$ cat config.mk
export PLATFORM = sky130hd
export DESIGN_NAME = alu_arbiter
export DESIGN_NICKNAME = d
export VERILOG_FILES = /design/src/rtl/alu_arbiter.sv
export SDC_FILE = /design/constraint.sdc
export NUM_CORES = 1
export LEC_CHECK = 0
export ABC_AREA = 1
export ABC_CLOCK_PERIOD_IN_PS = 5200
export CORE_AREA = 2 2 73 75
export CTS_BUF_LIST = sky130_fd_sc_hd__clkbuf_2
export CTS_CLUSTER_SIZE = 14
export DETAILED_ROUTE_END_ITERATION = 8
export DIE_AREA = 0 0 75 77
export PLACE_DENSITY = 0.62
export SLEW_MARGIN = 20
export SYNTH_ARGS = -nofsm -noshare
export SYNTH_HDL_FRONTEND = slang
export SYNTH_SLANG_ARGS = --single-unit
$ cat constraint.sdc
create_clock -name clk -period 5.2 [get_ports clk]
set_clock_uncertainty 0.2 [all_clocks]
set_input_delay 0.52 -clock clk [delete_from_list [all_inputs] [get_ports clk]]
set_output_delay 0.52 -clock clk [all_outputs]
set_load 0.02 [all_outputs]
$ cat src/rtl/alu_arbiter.sv
// Two-requester front end for one shared combinational ALU: round-robin grant,
// IDLE/EXEC/RESP sequencer, registered response tagged with the requester id.

module alu (
    input  logic [3:0] a,
    input  logic [3:0] b,
    input  logic [2:0] sel,
    output logic [4:0] result,
    output logic       carry,
    output logic       zero,
    output logic       negative
);
    logic [5:0] diff;

    always_comb begin
        diff   = {2'b00, a} - {2'b00, b};
        result = 5'd0;
        carry  = 1'b0;
        case (sel)
            3'b000: result = {1'b0, a} + {1'b0, b};
            // Borrow lands in bit 5 of the 6-bit difference.
            3'b001: begin
                result = diff[4:0];
                carry  = diff[5];
            end
            3'b010: result = {1'b0, a & b};
            3'b011: result = {1'b0, a | b};
            3'b100: result = {1'b0, a ^ b};
            3'b101: result = {a, 1'b0};
            3'b110: result = {2'b00, a[3:1]};
            3'b111: result = {4'b0000, a == b};
            default: result = 5'd0;
        endcase
        zero     = (result == 5'd0);
        negative = result[4];
    end
endmodule

module alu_arbiter_port (
    input  logic valid,
    input  logic grant,
    input  logic idle,
    input  logic rst,
    output logic ready,
    output logic fire
);
    assign ready = idle & grant & ~rst;
    assign fire  = valid & ready;
endmodule

module alu_arbiter (
    input  logic       clk,
    input  logic       rst,
    input  logic       req0_valid,
    output logic       req0_ready,
    input  logic [3:0] req0_a,
    input  logic [3:0] req0_b,
    input  logic [2:0] req0_sel,
    input  logic       req1_valid,
    output logic       req1_ready,
    input  logic [3:0] req1_a,
    input  logic [3:0] req1_b,
    input  logic [2:0] req1_sel,
    output logic       rsp_valid,
    input  logic       rsp_ready,
    output logic       rsp_id,
    output logic [4:0] rsp_result,
    output logic       rsp_carry,
    output logic       rsp_zero,
    output logic       rsp_negative,
    output logic [7:0] ops_done
);
    localparam int NUM_REQ = 2;

    typedef enum logic [1:0] {IDLE, EXEC, RESP} state_t;

    typedef struct packed {
        logic [3:0] a;
        logic [3:0] b;
        logic [2:0] sel;
        logic       id;
    } op_t;

    state_t state;
    logic   last;
    op_t    op;

    logic [NUM_REQ-1:0]      valid_vec, grant, ready_vec, fire;
    logic [NUM_REQ-1:0][3:0] a_vec, b_vec;
    logic [NUM_REQ-1:0][2:0] sel_vec;

    logic [4:0] alu_result;
    logic       alu_carry, alu_zero, alu_negative;

    assign valid_vec = {req1_valid, req0_valid};
    assign a_vec     = {req1_a, req0_a};
    assign b_vec     = {req1_b, req0_b};
    assign sel_vec   = {req1_sel, req0_sel};

    // On contention the requester that was not served last wins.
    always_comb begin
        grant = valid_vec;
        if (valid_vec == 2'b11)
            grant = last ? 2'b01 : 2'b10;
    end

    for (genvar i = 0; i < NUM_REQ; i++) begin : g_port
        alu_arbiter_port u_port (
            .valid (valid_vec[i]),
            .grant (grant[i]),
            .idle  (state == IDLE),
            .rst   (rst),
            .ready (ready_vec[i]),
            .fire  (fire[i])
        );
    end

    assign req0_ready = ready_vec[0];
    assign req1_ready = ready_vec[1];

    alu u_alu (
        .a        (op.a),
        .b        (op.b),
        .sel      (op.sel),
        .result   (alu_result),
        .carry    (alu_carry),
        .zero     (alu_zero),
        .negative (alu_negative)
    );

    always_ff @(posedge clk) begin
        if (rst) begin
            state        <= IDLE;
            last         <= 1'b1;
            op           <= '0;
            rsp_valid    <= 1'b0;
            rsp_id       <= 1'b0;
            rsp_result   <= 5'd0;
            rsp_carry    <= 1'b0;
            rsp_zero     <= 1'b0;
            rsp_negative <= 1'b0;
            ops_done     <= 8'd0;
        end else begin
            case (state)
                IDLE: begin
                    if (|fire) begin
                        op.a   <= a_vec[fire[1]];
                        op.b   <= b_vec[fire[1]];
                        op.sel <= sel_vec[fire[1]];
                        op.id  <= fire[1];
                        last   <= fire[1];
                        state  <= EXEC;
                    end
                end
                EXEC: begin
                    rsp_id       <= op.id;
                    rsp_result   <= alu_result;
                    rsp_carry    <= alu_carry;
                    rsp_zero     <= alu_zero;
                    rsp_negative <= alu_negative;
                    rsp_valid    <= 1'b1;
                    state        <= RESP;
                end
                RESP: begin
                    if (rsp_ready) begin
                        rsp_valid <= 1'b0;
                        ops_done  <= ops_done + 8'd1;
                        state     <= IDLE;
                    end
                end
                default: state <= IDLE;
            endcase
        end
    end
endmodule

==> flow_summary.json <==
{
  "min_period_ns": 3.27,
  "finalWirelength_mm": 4.41,
  "core_um2": 4980,
  "cp_common_cell": "clkdlybuf4s50_1",
  "io_buffers": 46,
  "yosysSeqAreaShare_pct": 32.9,
  "first_global_vias": 1692,
  "drc": 0,
  "setup_violations": 0,
  "clock_latency_ns": 0.37,
  "place_inst": 385,
  "critPathSlowestCell": "clkdlybuf4s50_1",
  "start_util_pct": 39.1,
  "ys_warn_count": 0,
  "antenna_found_initial": 0,
  "diodes": 0,
  "tns_ns": 0,
  "ys_types": 31,
  "gp_congestion": 0.882,
  "arrival_ns": 2.55,
  "maxSlewHeadroom_pct": 58.1,
  "initialDrtViolationCount": 142,
  "crit_required_ns": 4.48,
  "ctsResizeCount": 0,
  "tightest_slew_ns": 0.626,
  "cpPeakStageDelay_ns": 0.65,
  "grt_usage_pct": 17.0,
  "grt_max_degree": 24,
  "timing.final.hold_violations": 0,
  "die_h_um": 77,
  "rows": 26,
  "worstSetupPathType": "input port to primary output",
  "cts_setup_buffers": 0,
  "cts_tree": "yes",
  "drive_gt1_share_pct": 4.64,
  "maxSlewViolCount": 0,
  "grt_pass1_wl_mm": 7.69,
  "postSynthCellCount": 282,
  "crit_path_max_fanout": 15,
  "end_kind": "primary output",
  "vias": 1866,
  "h-tree-depth": 2,
  "cts_buffers": 5,
  "worstPathCellList": "clkdlybuf4s50_1 > nor3_2 > nand2_2 > inv_2 > clkdlybuf4s50_1",
  "cts.path.max_buffers": 2,
  "syn_area_per_cell_um2": 6.90,
  "syn_nets": 324,
  "drt_first_pass_iters": 6,
  "clk_pin_slew_worst_paths_ns": 0.17,
  "fin_cells": 393,
  "fmax_mhz": 306,
  "hp-class": "flip-flop to flip-flop",
  "status": "completed",
  "die_w_um": 75,
  "nNetsFinal": 364,
  "hpwl_mm": 3.36,
  "synth-seq-cells": 32,
  "routedWlPerCell_um": 11.2,
  "grt_overflow_total": 0,
  "cts.sinks": 32,
  "antenna_left": 0,
  "root_buffer": "clkbuf_2",
  "via_per_inst": 4.75,
  "maxCapViolations": 0,
  "area_growth_syn_to_layout_pct": 26.2,
  "rsz0062_at_grt": "no",
  "hold_slack_ns": 0.280,
  "power.density_nw_per_um2": 255,
  "cts_hold_buf": 0,
  "syn_area_um2": 1950,
  "p_leak_uw": 0.00107,
  "cp-start-kind": "input port",
  "ios": 47,
  "die_area_um2": 5780,
  "period_share_pct": 62.9,
  "peakVddDrop_mv": 0.101
}
## cell families (layout without fill, tap and decap cells)
logic type / after synthesis / after routing / synth area share, %
buf+inv: 52 / 93 / 11.6
simple gates: 128 / 128 / 29.4
flops: 32 / 32 / 32.9
compound gates: 53 / 53 / 14.8
fa+ha+maj: 15 / 15 / 10.4
xor+xnor: 2 / 2 / 0.900
## Yosys cell counts
master	n	area, um^2
nand4_1	8	50.1
o211ai_1	1	7.51
clkbuf_1	4	15.0
nand2_1	54	203
nand2_2	2	12.5
buf_2	3	15.0
inv_2	3	11.3
xnor2_1	1	8.76
ha_1	13	163
inv_1	36	135
xor2_1	1	8.76
nand3b_1	2	15.0
o21ai_1	9	45.0
or2_0	1	6.26
nor4_1	1	6.26
nor3b_1	1	7.51
a21oi_1	16	80.1
nand3_2	1	10.0
nand3_1	20	100
nor3_1	3	15.0
nor2_1	32	120
a31oi_1	11	68.8
buf_4	5	37.5
fa_1	2	40.0
o211a_1	1	10.0
o21ai_0	14	70.1
nor3_2	2	20.0
o21a_1	1	7.51
dfxtp_1	32	641
buf_6	1	11.3
and3_1	1	6.26
## layout make-up
class / count / area (um^2)
Sequential cell: 32 / 641
Clock buffer: 6 / 30.0
Clock inverter: 2 / 11.3
Fill cell: 505 / 2520
Multi-Input combinational cell: 198 / 1080
Timing Repair Buffer: 46 / 460
Inverter: 39 / 146
Tap cell: 70 / 87.6
## metal layers
layer	up-vias	global-route usage, %	share of wire (%)
met5	-	0	0
met2	52	26.0	43
met4	0	6.43	1.7
met3	7	3.81	5.2
li1	997	-	-
met1	810	23.0	50
## stage by stage
stage	power (uW)	util [%]	worst slack, ns	cell area, um^2
after floorplan	443	-	3.38	1950
after global placement	510	48.5	1.95	2420
after detailed placement	511	48.5	1.89	2420
after CTS	634	49.4	1.89	2460
after global routing	679	49.4	1.75	2460
final	625	49.4	1.93	2460
## sequential cells by signal (all words and copies together), names as in the netlist
register and flops:
rsp_result 5, rsp_id 1, op 12, rsp_carry 1
rsp_valid 1, rsp_zero 1, state 2, ops_done 8
last 1
## final timing paths
path	start	endpoint	slack (ns)	depth (start not counted)
max	rst	req1_ready	1.93	5
min	ops_done[7]	ops_done[7]	0.28	2
max reg2reg	op[10]	rsp_zero	3.16	10
min reg2reg	ops_done[7]	ops_done[7]	0.28	2
## cell usage in the layout, fill, tap and decap left out, drive strengths merged
| master | count |
|---|---|
| or2 | 1 |
| ha | 13 |
| clkinv | 1 |
| clkdlybuf4s50 | 46 |
| dfxtp | 32 |
| nor4 | 1 |
| a21oi | 16 |
| o211ai | 1 |
| inv | 39 |
| o21ai | 23 |
| fa | 2 |
| nand3 | 21 |
| o211a | 1 |
| clkbuf | 6 |
| nand4 | 8 |
| clkinvlp | 1 |
| nand2 | 56 |
| and3 | 1 |
| nand3b | 2 |
| nor3 | 5 |
| o21a | 1 |
| xnor2 | 1 |
| nor2 | 32 |
| a31oi | 11 |
| nor3b | 1 |
| xor2 | 1 |
## worst max-delay path, delay by kind of cell
family | cells | cell delay (ns)
AND/OR/NAND/NOR | 2 | 0.50
buffers and inverters | 3 | 1.53
## power breakdown
group	internal, uW	total (uW)	switching, uW
Sequential	269	294	25.6
Clock	33.6	121	87.0
Combinational	89.7	211	121
No activity file was read; power rests on OpenSTA's default activity.
